**src/rtl/ifetch_ctrl.sv**
```systemverilog
// Instruction-fetch sequencer: owns the PC, prefetches into a small FIFO, hands words to decode.
// Optional performance counters are built when IFETCH_PERF_EN is defined.
module ifetch_ctrl #(
  parameter logic [31:0] RESET_PC  = 32'h0000_0000,
  parameter int          DEPTH     = 4,
  parameter int          MEM_WORDS = 1024
) (
  input  logic        clk,
  input  logic        rst,
  input  logic        start,
  input  logic        halt,
  input  logic        redirect,
  input  logic [31:0] redirect_pc,
  output logic [31:0] imem_addr,
  input  logic [31:0] imem_data,
  output logic        if_valid,
  output logic [31:0] if_instr,
  output logic [31:0] if_pc,
  input  logic        id_ready,
  output logic        busy,
  output logic        fault,
  output logic [31:0] fault_pc
`ifdef IFETCH_PERF_EN
  ,
  output logic [31:0] perf_fetch_cnt,
  output logic [31:0] perf_flush_cnt
`endif
);

  localparam int          PW        = $clog2(DEPTH);
  localparam logic [32:0] MEM_BYTES = 33'(MEM_WORDS) * 33'd4;

  typedef enum logic [1:0] {ST_IDLE, ST_RUN, ST_FAULT} state_t;

  state_t        state, state_next;
  logic [31:0]   pc;
  logic [PW-1:0] wr_ptr, rd_ptr;
  logic [PW:0]   count;
  logic [31:0]   instr_mem [DEPTH];
  logic [31:0]   pc_mem    [DEPTH];

  logic bad_pc, try_fetch, fetch_ok, fault_set, pop;

  assign imem_addr = pc;
  assign busy      = (state == ST_RUN);
  assign if_valid  = (count != '0);
  assign pop       = if_valid && id_ready;
  // Gate the head with valid so the unreset storage never leaks X onto the outputs.
  assign if_instr  = if_valid ? instr_mem[rd_ptr] : '0;
  assign if_pc     = if_valid ? pc_mem[rd_ptr]    : '0;
  assign bad_pc    = (pc[1:0] != 2'b00) || ({1'b0, pc} >= MEM_BYTES);

  // NOTE: every output of an always_comb gets a default first, otherwise a missed branch infers a latch.
  always_comb begin
    try_fetch  = 1'b0;
    fetch_ok   = 1'b0;
    fault_set  = 1'b0;
    state_next = state;
    try_fetch  = (state == ST_RUN) && !halt && !redirect;
    fault_set  = try_fetch && bad_pc;
    fetch_ok   = try_fetch && !bad_pc && ((count < (PW+1)'(DEPTH)) || pop);
    if (redirect) begin
      state_next = (state == ST_IDLE && !start) ? ST_IDLE : ST_RUN;
    end else begin
      unique case (state)
        ST_IDLE:  if (start) state_next = ST_RUN;
        ST_RUN:   if (halt) state_next = ST_IDLE;
                  else if (bad_pc) state_next = ST_FAULT;
        ST_FAULT: state_next = ST_FAULT;
        default:  state_next = ST_IDLE;
      endcase
    end
  end

  // NOTE: sequential state uses non-blocking assignments so every register samples pre-edge values.
  always_ff @(posedge clk or posedge rst) begin
    if (rst) begin
      state    <= ST_IDLE;
      pc       <= RESET_PC;
      fault    <= 1'b0;
      fault_pc <= '0;
    end else begin
      state <= state_next;
      if (redirect)      pc <= redirect_pc;
      else if (fetch_ok) pc <= pc + 32'd4;
      if (redirect) begin
        fault    <= 1'b0;
        fault_pc <= '0;
      end else if (fault_set) begin
        fault    <= 1'b1;
        fault_pc <= pc;
      end
    end
  end

  always_ff @(posedge clk or posedge rst) begin
    if (rst) begin
      wr_ptr <= '0;
      rd_ptr <= '0;
      count  <= '0;
    end else if (redirect) begin
      wr_ptr <= '0;
      rd_ptr <= '0;
      count  <= '0;
    end else begin
      if (fetch_ok) wr_ptr <= wr_ptr + PW'(1);
      if (pop)      rd_ptr <= rd_ptr + PW'(1);
      unique case ({fetch_ok, pop})
        2'b10:   count <= count + (PW+1)'(1);
        2'b01:   count <= count - (PW+1)'(1);
        default: count <= count;
      endcase
    end
  end

  // NOTE: FIFO storage has no reset; the count alone defines which entries are live.
  always_ff @(posedge clk) begin
    if (fetch_ok) begin
      instr_mem[wr_ptr] <= imem_data;
      pc_mem[wr_ptr]    <= pc;
    end
  end

`ifdef IFETCH_PERF_EN
  always_ff @(posedge clk or posedge rst) begin
    if (rst) begin
      perf_fetch_cnt <= '0;
      perf_flush_cnt <= '0;
    end else begin
      if (fetch_ok)                     perf_fetch_cnt <= perf_fetch_cnt + 32'd1;
      if (redirect && (count != '0))    perf_flush_cnt <= perf_flush_cnt + 32'd1;
    end
  end
`endif

endmodule
```
**config.mk**
```make
export PLATFORM = sky130hd
export DESIGN_NAME = ifetch_ctrl
export DESIGN_NICKNAME = d
export VERILOG_FILES = /design/src/rtl/ifetch_ctrl.sv
export SDC_FILE = /design/constraint.sdc
export NUM_CORES = 1
export LEC_CHECK = 0
export BUFFER_PORTS_ARGS = -buffer_cell sky130_fd_sc_hd__buf_2
export CORE_AREA = 2 2 158 160
export CTS_CLUSTER_SIZE = 25
export DETAILED_ROUTE_END_ITERATION = 7
export DIE_AREA = 0 0 160 162
export GPL_ROUTABILITY_DRIVEN = 0
export GPL_TIMING_DRIVEN = 0
export PLACE_DENSITY_LB_ADDON = 0.12
export SLEW_MARGIN = 10
export SYNTH_ARGS = -nofsm -noshare
export SYNTH_HDL_FRONTEND = slang
export SYNTH_SLANG_ARGS = --single-unit
export TNS_END_PERCENT = 50
```
**constraint.sdc**
```tcl
create_clock -name clk -period 3.7 [get_ports clk]
set_input_delay 1.11 -clock clk [delete_from_list [all_inputs] [get_ports clk]]
set_output_delay 1.11 -clock clk [all_outputs]
set_load 0.03 [all_outputs]
```
==> results of run 1 <==
layer usage:
metal,share of wire (%),up-vias
li1,-,3283
met4,1.3,0
met2,48,276
met5,0,-
met1,44,3678
met3,7.0,35
state kept, by name (all words and copies together) (netlist names):
signal,cells
count,3
fault,1
fault_pc,32
imem_addr,32
instr_mem,128
pc_mem,128
rd_ptr,2
state,2
wr_ptr,2
final cells by class:
type	count	area [sq um]	area share (%)
Antenna cell	1	2.50	0.0159
Buffer	38	188	1.19
Clock buffer	51	1010	6.40
Clock inverter	12	111	0.707
Inverter	9	36.3	0.230
Multi-Input combinational cell	353	3330	21.1
Sequential cell	330	9540	60.6
Tap cell	324	405	2.57
Timing Repair Buffer	204	1130	7.20
synth_stat cells (all sizes together) (8+ instances only):
cell type  number  area, sq um
clkbuf         23         86.3
inv             9         33.8
o21ai           8         43.8
a21oi          33          165
mux2           27          308
and2           68          425
mux4           64         1440
edfxtp        256         7690
dfrtp          74         1850
nor2           15         58.8
buf            15         78.8
nand2          68          255
power by group:
part	switching, mW	leakage [nW]	internal [mW]
registers	0.122	3.25	4.08
logic	0.282	2.12	0.137
clock network	1.34	0.553	2.03
total	1.75	5.93	6.25
what timing repair did:
item / CTS / global route
gates cloned: 0 / 0
resized for setup: 8 / 9
endpoints found under the setup margin: 55 / 48
metrics by stage:
stage                     power, mW  utilization (%)
after global placement         4.69             60.0
final                          8.00             65.4
after CTS                      8.05             65.3
after detailed placement       4.70             60.6
after floorplan                4.49                -
after global routing           8.25             65.3
worst min path at each step:
stage,to,slack [ns]
2_1_floorplan,state[1],0.54
3_3_place_gp,fault,0.49
3_5_place_dp,fault,0.50
4_1_cts,fault,0.52
5_1_grt,fault_pc[10],0.54
6_report,fault,0.52
kinds of logic (layout without fill, tap and decap cells):
| family | count (synthesis) | after routing | share of synthesized area (%) |
|---|---|---|---|
| adder cells (fa/ha/maj) | 7 | 7 | 0.728 |
| AO/OA/AOI/OAI | 54 | 54 | 2.47 |
| other | 0 | 1 | 0 |
| multiplexers | 95 | 95 | 13.7 |
| buffers and inverters | 47 | 314 | 1.52 |
| AND/OR/NAND/NOR | 192 | 192 | 8.18 |
| XOR/XNOR | 5 | 5 | 0.335 |
| flip-flops | 330 | 330 | 73.1 |
critical path, delay by kind of cell, from the launching register on:
kind | cells | cell delay [ns]
simple gates | 1 | 0.18
flops | 1 | 0.34
mux | 1 | 0.40
buf+inv | 3 | 1.04
==> impl_metrics.tcl, run 1 <==
set metrics [dict create \
    hold_ws_ns 0.516 \
    cts_htree_levels 2 \
    setup_slack_ns 0.125 \
    ys_seq_elements 330 \
    leakage_nw 5.93 \
    layout_commonest_cell "edfxtp_1" \
    min_path_cells 2 \
    maxSlewHeadroom_pct 53.5 \
    reg2reg_depth 5 \
    drt-initial-drc-count 502 \
    reg2reg_from "imem_addr[14]" \
    synth_nets 807 \
    dpl_cell_area_sq_um 14600 \
    use_met2_pct 36.0 \
    tightest_slew_ns 0.697 \
    rsz0062_at_grt "true" \
    grt_overflow_total 0 \
    io_buffer_count 199 \
    layout.cells.most_common_list "edfxtp_1 (256), buf_2 (206), dfrtp_1 (74), nand2_1 (68)" \
    powerDensity_nw_per_um2 508 \
    synthToLayoutAreaGrowth_pct 20.6 \
    critPathCaptureType "primary output" \
    drc 0 \
    final_cells 1322 \
    finalHoldViolations 0 \
    cts_setup_buffers 0 \
    fill_cells 1768 \
    cts_tree "yes" \
    core_sq_um 24100 \
    antenna_found_initial 1 \
    drive_above_1_share_pct 38.1 \
    dieArea_sq_um 25900 \
    initial_utilization_pct 54.2 \
    worstPathMaxFanout 10 \
    clock_latency_ns 0.50 \
    r2r-end "pc_mem[3][11]" \
    syn_avg_cell_area_sq_um 17.9 \
    synth-main-ff-cell "edfxtp_1" \
    dp_cells 1258 \
    root_buffer "clkbuf_16" \
    grtUsageMet1_pct 32.1 \
    r2r_slack_ns 0.91 \
    cts_buffers 35 \
    grt_max_degree 55 \
    drv_slew 0 \
    min_period_over_period_pct 96.6 \
    drt_first_pass_iters 5 \
    arrival_ns 2.47 \
    path_clk_slew_ns 0.06 \
    tns_ns 0 \
    num_vias 7272 \
    grt.total_usage_pct 22.3 \
    finish.instance_area_sq_um 15800 \
    status "complete, no violations" \
    synth-edff-count 256 \
    fin_crit_ns 3.58 \
    cp_cell_sequence "clkbuf_2, clkbuf_1, mux4_2, and2_1, buf_2" \
    die_x_um 160 \
    slowest_delay_ns 0.55 \
    worstPathRequired_ns 2.59 \
    hp-start "fault" \
    routedWlPerCell_um 21.3 \
    pin_count 201 \
    ys.warnings.count 0 \
    synthesis.area_sq_um 13100 \
    ant_nets 0 \
    cts_hold_buf 0 \
    critPathCapture "if_pc[8]" \
    setup.worst_path.start "rd_ptr[1]" \
    vias_per_cell 5.50 \
    critPathSlowestCell "clkbuf_1" \
    hold_path_class "reg -> reg" \
    busiest_layer "met2" \
    dpl.hpwl_um 18100 \
    dp_slack_ns 0.326 \
    synth_cells 730 \
    max_cap_viol_count 0 \
    drt-total-wl_um 28200 \
    grtUsageMet3_pct 4.44 \
    max_freq_ghz 0.280 \
    grt_pass1_vias 7401 \
    yosysUniqueCellTypes 47 \
    synthArstFlopShare_pct 22.4 \
    final_nets 1048 \
    vdd_drop_max_v 0.000396 \
    finClkSkew_ns 0.0164 \
    num_rows 57 \
    setup_viol_count_final 0 \
    clockBufferDepth 3 \
    ys_seq_area_share_pct 73.1 \
    setup.worst_path.start_class "flop" \
    crit_type "reg -> out" \
    clock_sinks 330 \
    fp.dieH_um 162 \
    grt_pass1_wl_um 43800 \
]
Power figures use the tool's default switching activity.
==> inputs of run 2 (changes only) <==
PLACE_DENSITY_LB_ADDON = 0.05   (was 0.12)
==> run 2 against run 1 <==
  * First-iteration DRC count up 11%
  * Worst setup slack worse by 0.045 ns
  * Die area unchanged
  * Wire length up 3.6%
  * Critical path type unchanged
  * Non-clock buffer count unchanged
  * Largest cell class unchanged
  * Cell area up 0.21%
  * Clock skew down 0.0025 ns
  * Core utilization up 0.13 points
  * Highest routed layer is now met5
  * Largest power group unchanged
==> impl_metrics.tcl, run 2 (synthesized netlist as in run 1, its figures left out) <==
set metrics [dict create \
    hold_end "fault" \
    arrival_ns 2.51 \
    cts_htree_levels 2 \
    layout_commonest_cell "edfxtp_1" \
    vdd_drop_max_v 0.000386 \
    setup_viol_count_final 0 \
    finClkSkew_ns 0.0139 \
    worstPathRequired_ns 2.59 \
    maxSlewHeadroom_pct 52.2 \
    num_vias 7364 \
    clock_sinks 330 \
    cts_buffers 35 \
    min_path_cells 2 \
    seqCellArea_sq_um 9540 \
    cts_setup_buffers 0 \
    wl_met2_um 14600 \
    final_nets 1048 \
    reg2reg_depth 5 \
    worstPathMaxFanout 10 \
    vias_per_cell 5.58 \
    max_freq_ghz 0.276 \
    fp.dieH_um 162 \
    wl_met3_um 1730 \
    min_period_over_period_pct 97.8 \
    hp-start "fault" \
    hold_ws_ns 0.497 \
    clock_latency_ns 0.51 \
    slowest_delay_ns 0.52 \
    powerDensity_nw_per_um2 515 \
    core_sq_um 24100 \
    finalHoldViolations 0 \
    io_buffer_count 199 \
    grt_pass1_vias 7681 \
    status "complete, no violations" \
    root_buffer "clkbuf_16" \
    grt_overflow_total 0 \
    crit_type "reg -> out" \
    drt_first_pass_iters 5 \
    dieArea_sq_um 25900 \
    grt_pass1_wl_um 45000 \
    drv_slew 0 \
    reg2reg_from "imem_addr[14]" \
    top_layer "met5" \
    met1Wirelength_um 12400 \
    rsz0062_at_grt "true" \
    setup.worst_path.start_class "flop" \
    cp_cell_sequence "clkbuf_1, clkbuf_2, mux4_2, and2_1, buf_2" \
    path_clk_slew_ns 0.06 \
    drt-initial-drc-count 558 \
    dpl.hpwl_um 18800 \
    critPathSlowestCell "clkbuf_1" \
    initial_utilization_pct 54.2 \
    drc 0 \
    routedWlPerCell_um 22.1 \
    fill_cells 1799 \
    cts_tree "yes" \
    synthToLayoutAreaGrowth_pct 20.9 \
    drt-total-wl_um 29200 \
    critPathCaptureType "primary output" \
    ant_nets 0 \
    leakage_nw 5.94 \
    num_rows 57 \
    top_regs "instr_mem: 128 flops, pc_mem: 128 flops" \
    tightest_slew_ns 0.717 \
    grt_max_degree 52 \
    max_cap_viol_count 0 \
    clockBufferDepth 3 \
    r2r-end "instr_mem[2][10]" \
    final_cells 1320 \
    fin_crit_ns 3.62 \
    dp_cells 1258 \
    antenna_found_initial 2 \
    diodes 0 \
    drive_above_1_share_pct 38.3 \
    layout.cells.most_common_list "edfxtp_1 (256), buf_2 (206), dfrtp_1 (74), nand2_1 (68)" \
    hold_path_class "reg -> reg" \
    grt.total_usage_pct 23.0 \
    pin_count 201 \
    r2r_slack_ns 0.78 \
    die_x_um 160 \
    multi_input_comb_area_sq_um 3330 \
]
run 2: changes by cell type in the layout (fill, tap and decap cells not counted), sizes merged:
cell,before,now
diode,1,0
bufinv,2,4
clkbuf,78,71
buf,215,217
clkinvlp,0,1
clkinv,10,11
run 2: routing by layer:
| layer | GRT usage (%) | up-vias |
|---|---|---|
| met5 | 0 | - |
| met1 | 31.5 | 3779 |
| li1 | - | 3284 |
| met4 | 5.69 | 2 |
| met3 | 3.88 | 39 |
| met2 | 39.2 | 260 |
run 2: area by class of cell:
class                           count  area share [%]
Inverter                            9           0.230
Clock inverter                     16            1.13
Timing Repair Buffer              204            7.18
Buffer                             38            1.17
Tap cell                          324            2.57
Clock buffer                       46            6.21
Sequential cell                   330            60.4
Multi-Input combinational cell    353            21.1
run 2: power breakdown:
group | internal (mW) | leakage [nW] | switching (mW)
sequential | 4.08 | 3.25 | 0.122
combinational | 0.137 | 2.12 | 0.283
clock | 2.14 | 0.569 | 1.36
run 2: worst max-delay path by stage:
stage | from | end | slack [ns] | cells past startpoint
floorplan | redirect | instr_mem[0][0] | -0.12 | 5
global placement | redirect | instr_mem[0][11] | -1.52 | 5
detailed placement | redirect | instr_mem[2][11] | 0.33 | 6
CTS | rd_ptr[0] | if_instr[10] | 0.01 | 4
global route | rd_ptr[1] | if_pc[8] | -0.03 | 5
finish | rd_ptr[1] | if_pc[5] | 0.08 | 5
run 2: worst max-delay path, delay by kind of cell (launching register included):
family | cells | cell delay [ns]
buffers and inverters | 3 | 1.11
DFF | 1 | 0.33
muxes | 1 | 0.36
and+or+nand+nor | 1 | 0.18
run 2: stage by stage:
stage / area [sq um] / util (%) / power, mW / setup WS [ns] / setup TNS (ns)
after floorplan: 13100 / - / 4.49 / -0.123 / -7.85
after global placement: 14500 / 60.0 / 4.68 / -1.52 / -156.70
after detailed placement: 14600 / 60.6 / 4.70 / 0.334 / 0
after CTS: 15800 / 65.5 / 8.19 / 0.00959 / 0
after global routing: 15800 / 65.5 / 8.39 / -0.0256 / -0.138
final: 15800 / 65.5 / 8.13 / 0.0799 / 0
run 2: timing repair:
| action | CTS | global route |
|---|---|---|
| pin swaps | 0 | 0 |
| endpoints found under the setup margin | 54 | 29 |
| hold buffers | 0 | 0 |
| gates resized for setup | 11 | 3 |
